### src/rtl/match_pkg.sv
// -----------------------------------------------------------------------------
// match_pkg
// Shared definitions for the match controller: FSM state encodings, winner
// codes, score width and a saturating score increment helper.
// -----------------------------------------------------------------------------
package match_pkg;

  localparam int SCORE_W = 4;
  localparam logic [SCORE_W-1:0] SCORE_MAX = 4'd15;

  typedef enum logic [2:0] {
    ST_IDLE     = 3'd0,
    ST_SERVE    = 3'd1,
    ST_PLAY     = 3'd2,
    ST_POINT    = 3'd3,
    ST_GAMEOVER = 3'd4
  } state_t;

  localparam logic [1:0] WINNER_NONE = 2'b00;
  localparam logic [1:0] WINNER_P1   = 2'b01;
  localparam logic [1:0] WINNER_P2   = 2'b10;

  // Scores stick at the maximum instead of wrapping back to zero.
  function automatic logic [SCORE_W-1:0] sat_inc(input logic [SCORE_W-1:0] value);
    return (value == SCORE_MAX) ? value : value + 4'd1;
  endfunction

endpackage

### src/rtl/match_ctrl_pulse_sync.sv
// -----------------------------------------------------------------------------
// pulse_sync
// Brings an asynchronous level into the clk_out domain through a 2-flop
// synchroniser and emits a registered one-cycle pulse on its rising edge.
// The pulse appears 3 clk_out cycles after the raw edge is first sampled.
// Optional stability filter: when DEBOUNCE_CYCLES > 0 the synchronised level
// must differ from the accepted level for DEBOUNCE_CYCLES consecutive samples
// before it is accepted and edge-detected.
//
// Ports
//   clk_out   in   clock
//   reset     in   asynchronous, active-high reset
//   async_in  in   raw asynchronous level
//   pulse     out  one-cycle rising-edge event
// -----------------------------------------------------------------------------
module pulse_sync #(
  parameter int DEBOUNCE_CYCLES = 0
) (
  input  logic clk_out,
  input  logic reset,
  input  logic async_in,
  output logic pulse
);

  logic       sync_a;
  logic       sync_b;
  logic       level;
  logic       level_q;
  logic       armed;
  logic [1:0] warm;

  // An input already high when reset releases must be seen low once before
  // any edge is accepted; warm marks when sync_b carries a real sample.
  always_ff @(posedge clk_out or posedge reset) begin
    if (reset) begin
      sync_a  <= 1'b0;
      sync_b  <= 1'b0;
      level_q <= 1'b0;
      armed   <= 1'b0;
      warm    <= 2'b00;
      pulse   <= 1'b0;
    end else begin
      sync_a  <= async_in;
      sync_b  <= sync_a;
      level_q <= level;
      warm    <= {warm[0], 1'b1};
      if (warm[1] && !sync_b) begin
        armed <= 1'b1;
      end
      pulse   <= level & ~level_q & armed;
    end
  end

  generate
    if (DEBOUNCE_CYCLES > 0) begin : g_debounce
      localparam int DB_W = $clog2(DEBOUNCE_CYCLES + 1);
      localparam logic [DB_W-1:0] DB_LAST = DB_W'(DEBOUNCE_CYCLES - 1);
      logic [DB_W-1:0] stable_cnt;

      always_ff @(posedge clk_out or posedge reset) begin
        if (reset) begin
          level      <= 1'b0;
          stable_cnt <= '0;
        end else if (sync_b == level) begin
          stable_cnt <= '0;
        end else if (stable_cnt == DB_LAST) begin
          level      <= sync_b;
          stable_cnt <= '0;
        end else begin
          stable_cnt <= stable_cnt + DB_W'(1);
        end
      end
    end else begin : g_direct
      assign level = sync_b;
    end
  endgenerate

endmodule

### src/rtl/match_ctrl.sv
// -----------------------------------------------------------------------------
// match_ctrl
// Match sequencing for a two-player paddle game: waits for start, holds the
// ball for a serve delay, runs the rally, credits points, and declares a
// winner at WIN_SCORE.
// Build option: define MATCH_CTRL_START_DEBOUNCE_EN to pass the start button
// through a stability filter of DEBOUNCE_CYCLES samples.
//
// Ports
//   clk_out      in   pixel clock, sole clock
//   reset        in   asynchronous, active-high reset
//   start        in   raw push-button (async)
//   p1_point     in   player 1 scored (async)
//   p2_point     in   player 2 scored (async)
//   ball_enable  out  high only while the rally is live
//   p1_score     out  player 1 score (4-bit binary)
//   p2_score     out  player 2 score (4-bit binary)
//   game_over    out  high in GAMEOVER
//   winner       out  00 none, 01 player 1, 10 player 2
//   state_dbg    out  current FSM state encoding
// -----------------------------------------------------------------------------
module match_ctrl
  import match_pkg::*;
#(
  parameter int WIN_SCORE       = 9,
  parameter int SERVE_DELAY     = 25_175_000,
  parameter int DEBOUNCE_CYCLES = 250_000
) (
  input  logic               clk_out,
  input  logic               reset,
  input  logic               start,
  input  logic               p1_point,
  input  logic               p2_point,
  output logic               ball_enable,
  output logic [SCORE_W-1:0] p1_score,
  output logic [SCORE_W-1:0] p2_score,
  output logic               game_over,
  output logic [1:0]         winner,
  output logic [2:0]         state_dbg
);

  localparam int CNT_W = (SERVE_DELAY > 1) ? $clog2(SERVE_DELAY) : 1;
  localparam logic [CNT_W-1:0]   SERVE_LAST = CNT_W'(SERVE_DELAY - 1);
  localparam logic [SCORE_W-1:0] WIN_VALUE  = SCORE_W'(WIN_SCORE);

`ifdef MATCH_CTRL_START_DEBOUNCE_EN
  localparam int START_DB = DEBOUNCE_CYCLES;
`else
  // Debounce is compiled out; the parameter stays on the interface only.
  localparam int START_DB = DEBOUNCE_CYCLES * 0;
`endif

  logic start_evt;
  logic p1_evt;
  logic p2_evt;

  pulse_sync #(.DEBOUNCE_CYCLES(START_DB)) u_start_sync (
    .clk_out (clk_out),
    .reset   (reset),
    .async_in(start),
    .pulse   (start_evt)
  );

  pulse_sync #(.DEBOUNCE_CYCLES(0)) u_p1_sync (
    .clk_out (clk_out),
    .reset   (reset),
    .async_in(p1_point),
    .pulse   (p1_evt)
  );

  pulse_sync #(.DEBOUNCE_CYCLES(0)) u_p2_sync (
    .clk_out (clk_out),
    .reset   (reset),
    .async_in(p2_point),
    .pulse   (p2_evt)
  );

  state_t             state_q;
  state_t             state_d;
  logic [CNT_W-1:0]   serve_cnt;
  logic [CNT_W-1:0]   serve_cnt_d;
  logic [SCORE_W-1:0] p1_score_d;
  logic [SCORE_W-1:0] p2_score_d;
  logic [SCORE_W-1:0] credited_new;
  logic [1:0]         winner_d;
  logic               credit_p2;
  logic               credit_p2_d;

  always_ff @(posedge clk_out or posedge reset) begin
    if (reset) begin
      state_q     <= ST_IDLE;
      serve_cnt   <= '0;
      p1_score    <= '0;
      p2_score    <= '0;
      winner      <= WINNER_NONE;
      credit_p2   <= 1'b0;
      ball_enable <= 1'b0;
      game_over   <= 1'b0;
    end else begin
      state_q     <= state_d;
      serve_cnt   <= serve_cnt_d;
      p1_score    <= p1_score_d;
      p2_score    <= p2_score_d;
      winner      <= winner_d;
      credit_p2   <= credit_p2_d;
      // Registered from the next state so the ball stops the cycle PLAY ends.
      ball_enable <= (state_d == ST_PLAY);
      game_over   <= (state_d == ST_GAMEOVER);
    end
  end

  always_comb begin
    state_d      = state_q;
    serve_cnt_d  = serve_cnt;
    p1_score_d   = p1_score;
    p2_score_d   = p2_score;
    winner_d     = winner;
    credit_p2_d  = credit_p2;
    credited_new = credit_p2 ? sat_inc(p2_score) : sat_inc(p1_score);

    unique case (state_q)
      ST_IDLE: begin
        if (start_evt) begin
          state_d     = ST_SERVE;
          serve_cnt_d = '0;
        end
      end

      ST_SERVE: begin
        if (serve_cnt == SERVE_LAST) begin
          state_d     = ST_PLAY;
          serve_cnt_d = '0;
        end else begin
          serve_cnt_d = serve_cnt + CNT_W'(1);
        end
      end

      ST_PLAY: begin
        // Simultaneous points cancel out and the rally is simply re-served.
        if (p1_evt && p2_evt) begin
          state_d     = ST_SERVE;
          serve_cnt_d = '0;
        end else if (p1_evt || p2_evt) begin
          state_d     = ST_POINT;
          credit_p2_d = p2_evt;
        end
      end

      ST_POINT: begin
        if (credit_p2) begin
          p2_score_d = credited_new;
        end else begin
          p1_score_d = credited_new;
        end
        if (credited_new == WIN_VALUE) begin
          state_d  = ST_GAMEOVER;
          winner_d = credit_p2 ? WINNER_P2 : WINNER_P1;
        end else begin
          state_d     = ST_SERVE;
          serve_cnt_d = '0;
        end
      end

      ST_GAMEOVER: begin
        if (start_evt) begin
          state_d     = ST_SERVE;
          serve_cnt_d = '0;
          p1_score_d  = '0;
          p2_score_d  = '0;
          winner_d    = WINNER_NONE;
        end
      end

      default: begin
        state_d = ST_IDLE;
      end
    endcase
  end

  assign state_dbg = state_q;

endmodule

### config.mk
export PLATFORM = sky130hd
export DESIGN_NAME = match_ctrl
export DESIGN_NICKNAME = d
export VERILOG_FILES = /design/src/rtl/match_pkg.sv /design/src/rtl/match_ctrl_pulse_sync.sv /design/src/rtl/match_ctrl.sv
export SDC_FILE = /design/constraint.sdc
export NUM_CORES = 1
export LEC_CHECK = 0
export CORE_MARGIN = 2
export CORE_UTILIZATION = 55
export DETAILED_ROUTE_END_ITERATION = 16
export HOLD_SLACK_MARGIN = 0.08
export PLACE_DENSITY = 0.75
export SETUP_SLACK_MARGIN = 0.2
export SYNTH_ARGS = -nofsm -noshare
export SYNTH_HDL_FRONTEND = slang
export SYNTH_SLANG_ARGS = --single-unit
export TNS_END_PERCENT = 1
### constraint.sdc
create_clock -name clk_out -period 2.65 [get_ports clk_out]
set_input_delay 0.795 -clock clk_out [delete_from_list [all_inputs] [get_ports clk_out]]
set_output_delay 0.795 -clock clk_out [all_outputs]
set_load 0.01 [all_outputs]
==> flow_summary_export.csv, run 1 <==
group,metric,value,unit
synth,synthTopCellsByCount,"dfrtp_1, nand2_1, a31oi_1",
critical_path,reg2reg_to,"serve_cnt[12]",
timing,tightestPinTransition,0.601,ns
timing,slew_headroom,59.8,%
cts,clkTransAtPathRegs,0.07,ns
cts,cts_tree,"yes",
grt,grt_start_max_net_pins,59,
place,gp_congestion,0.820,
die,initial_core_util,57.3,%
place,io_buffers,19,
final_layout,drive_gt1_share,11.1,%
place,dp.cells,369,
drt,avgViaCountPerCell,6.05,
critical_path,max_stage_delay,0.55,ns
die,die_y,76.9,um
die,row_count,26,
place,placed_cell_area,3190,um2
drt,routed_wl,6110,um
critical_path,r2r_start,"serve_cnt[1]",
timing,timing.fmax,0.441,GHz
critical_path,worstPathCellList,"ha_1 > or4bb_1 > nor3_4 > a2111oi_4 > buf_4 > a41oi_1 > a31oi_1",
timing,min_period_over_period,85.6,%
critical_path,required,2.86,ns
synth,syn_inst,285,
timing,setup_viol,0,
synth,ys_async_sr_fraction,100,%
critical_path,startpoint,"serve_cnt[1]",
synth,yosys_warnings,0,
drt,drt_iter0_drc,256,
synth,synth_top_area_share,49.6,%
grt,overflow,0,
critical_path,cpMaxStageDelayCell,"or4bb_1",
grt,grt_use_total,23.0,%
synth,synth_seq_cells,58,
final_layout,syn2layout_area_growth,17.1,%
drt,drc,0,
synth,yosysUniqueCellTypes,53,
cts,clkLatencyLatePin,0.34,ns
critical_path,critPathKind,"flip-flop to flip-flop",
final_layout,diodes,0,
drt,routedWlPerCell,15.9,um
grt,grt_pass1_vias,2246,
timing,rsz0062_at_grt,"false",
final_layout,nets,320,
cts,cts_max_level,3,
synth,synth_edf_count,0,
power_and_ir_drop,p_per_area,684,nW/um2
synth,synth.most_common_cell,"dfrtp_1",
synth,synth.area.top_cells,"dfrtp_1, a31oi_1, nand2_1",
drt,ant_nets,0,
critical_path,worst_setup_path_start_kind,"flip-flop",
critical_path,arrival,2.48,ns
die,dieArea,5920,um2
grt,antenna_found_initial,0,
cts,cts_buffers,9,
die,core,5110,um2
cts,clock_sinks,58,
synth,ys.flop_type,"dfrtp_1",
synth,synth_largest_area_cell,"dfrtp_1",
timing,setup_tns,0,ns
critical_path,rrSetupSlack,0.38,ns
worst_hold_path,hold_class,"flip-flop to flip-flop",
critical_path,end_kind,"flip-flop",
die,ios,20,
drt,vias,2330,
critical_path,endpoint,"serve_cnt[12]",
cts,max-clock-path-buffers,2,
critical_path,r2r_cells,7,
place,hpwlAfterDp,3970,um
power_and_ir_drop,power.leakage,1.54,nW
final_layout,final_cells,385,
timing,clock_skew,0.0113,ns
outcome,status,"finished, final reports clean",
synth,yosysSeqAreaShare,49.6,%
synth,avgSynthCellArea,10.3,um2
timing,fin_crit,2.27,ns
cts,clockRootBuffer,"clkbuf_8",
power_and_ir_drop,vdd.ir_drop.worst,803,uV
timing,hold_viol,0,
flow_run,maxCapViolCount,0,
synth,syn_area,2930,um2
die,die_x,76.9,um
critical_path,critical_path.max_fanout,24,
timing,drv_slew,0,
grt,grt_first_pass_wirelength,10600,um
drt,drt_first_pass_iters,4,
timing,whs,0.355,ns
synth,synth_fp_nets,295,
final_layout,fin_area,3430,um2
-- per-stage QoR --
step                setup WS, ns  power [W]  utilization, %
floorplan                  0.427    0.00132               -
detailed placement         0.401    0.00142            62.5
CTS                        0.377    0.00235            66.9
global route               0.206    0.00247            67.1
finish                     0.382    0.00234            67.1
global placement           0.483    0.00140            62.5
-- layout by cell type, fill, tap and decap left out, types with 3 or more instances in the layout --
cell type	n
nor2_1	13
dfrtp_1	58
inv_1	17
nor2b_1	3
mux2_2	4
ha_1	5
mux2i_1	5
and3_1	5
nor3_1	3
o211ai_1	4
mux2_1	6
a41oi_1	9
a21oi_1	12
buf_4	4
nand4_1	8
clkbuf_8	9
nand2_1	26
o21ai_0	12
nand3_1	14
a21o_1	5
a31oi_1	25
clkdlybuf4s50_1	19
nor3b_1	3
nand2b_1	3
-- sequential cells by signal (all words and copies together) (netlist names), 2 cells and up --
| name | count |
|---|---|
| p2_score | 4 |
| state_dbg | 3 |
| winner | 2 |
| p1_score | 4 |
| serve_cnt | 25 |
-- timing repair --
item / in CTS / in global routing
gates resized for setup: 0 / 1
buffers inserted: 0 / 0
endpoints found under the setup margin: 0 / 5
hold buffers: 0 / 0
-- worst min path at each step --
stage | start | endpoint | slack [ns] | cells past startpoint
after floorplan | u_p1_sync.sync_a | u_p1_sync.level | 0.33 | 0
after global placement | u_p2_sync.warm[0] | u_p1_sync.warm[1] | 0.33 | 0
after CTS | u_p2_sync.warm[0] | u_p1_sync.warm[1] | 0.36 | 0
final | u_p2_sync.warm[0] | u_p1_sync.warm[1] | 0.36 | 0
after global routing | u_p2_sync.warm[0] | u_p1_sync.warm[1] | 0.36 | 0
after detailed placement | u_p2_sync.warm[0] | u_p1_sync.warm[1] | 0.34 | 0
-- cell type report --
cell class	count	area, um2
Clock buffer	9	124
Clock inverter	7	101
Fill cell	417	1680
Inverter	18	67.6
Multi-Input combinational cell	199	1350
Sequential cell	58	1450
Tap cell	70	87.6
Timing Repair Buffer	24	240
-- logic make-up after synthesis --
group / Yosys count / synth area share, %
AND/OR/NAND/NOR: 93 / 18.1
XOR/XNOR: 2 / 0.599
other: 1 / 0.128
flip-flops: 58 / 49.6
AO/OA/AOI/OAI: 83 / 19.5
buffers and inverters: 28 / 4.36
multiplexers: 15 / 5.56
adder cells (fa/ha/maj): 5 / 2.14
-- critical path, delay by kind of cell, from the launching register on --
family	cells	cell delay (ns)
AO/OA/AOI/OAI	3	0.42
adder cells (fa/ha/maj)	1	0.25
buffers and inverters	1	0.24
flip-flops	1	0.40
AND/OR/NAND/NOR	2	0.82
-- report_power, final --
part | total (W) | leakage [nW] | internal (W) | switching (W)
Sequential | 0.00103 | 0.752 | 0.000947 | 0.0000873
Clock | 0.000934 | 0.106 | 0.000535 | 0.000399
Combinational | 0.000375 | 0.680 | 0.000136 | 0.000239
-- per-layer routing --
metal	global-route usage, %	wire (um)	vias to the layer above
li1	-	-	1120
met1	32.6	2870	1146
met2	34.3	2880	54
met3	5.65	268	10
met4	8.73	85	0
met5	0	0	-
No activity file was read; power rests on OpenSTA's default activity.
==> inputs of run 2 (changes only) <==
Settings changed: CTS_CLUSTER_DIAMETER set to 60, TNS_END_PERCENT 1 to 10.
==> results of run 2 <==
Final layout, timing and power as in run 1 (identical DEF).
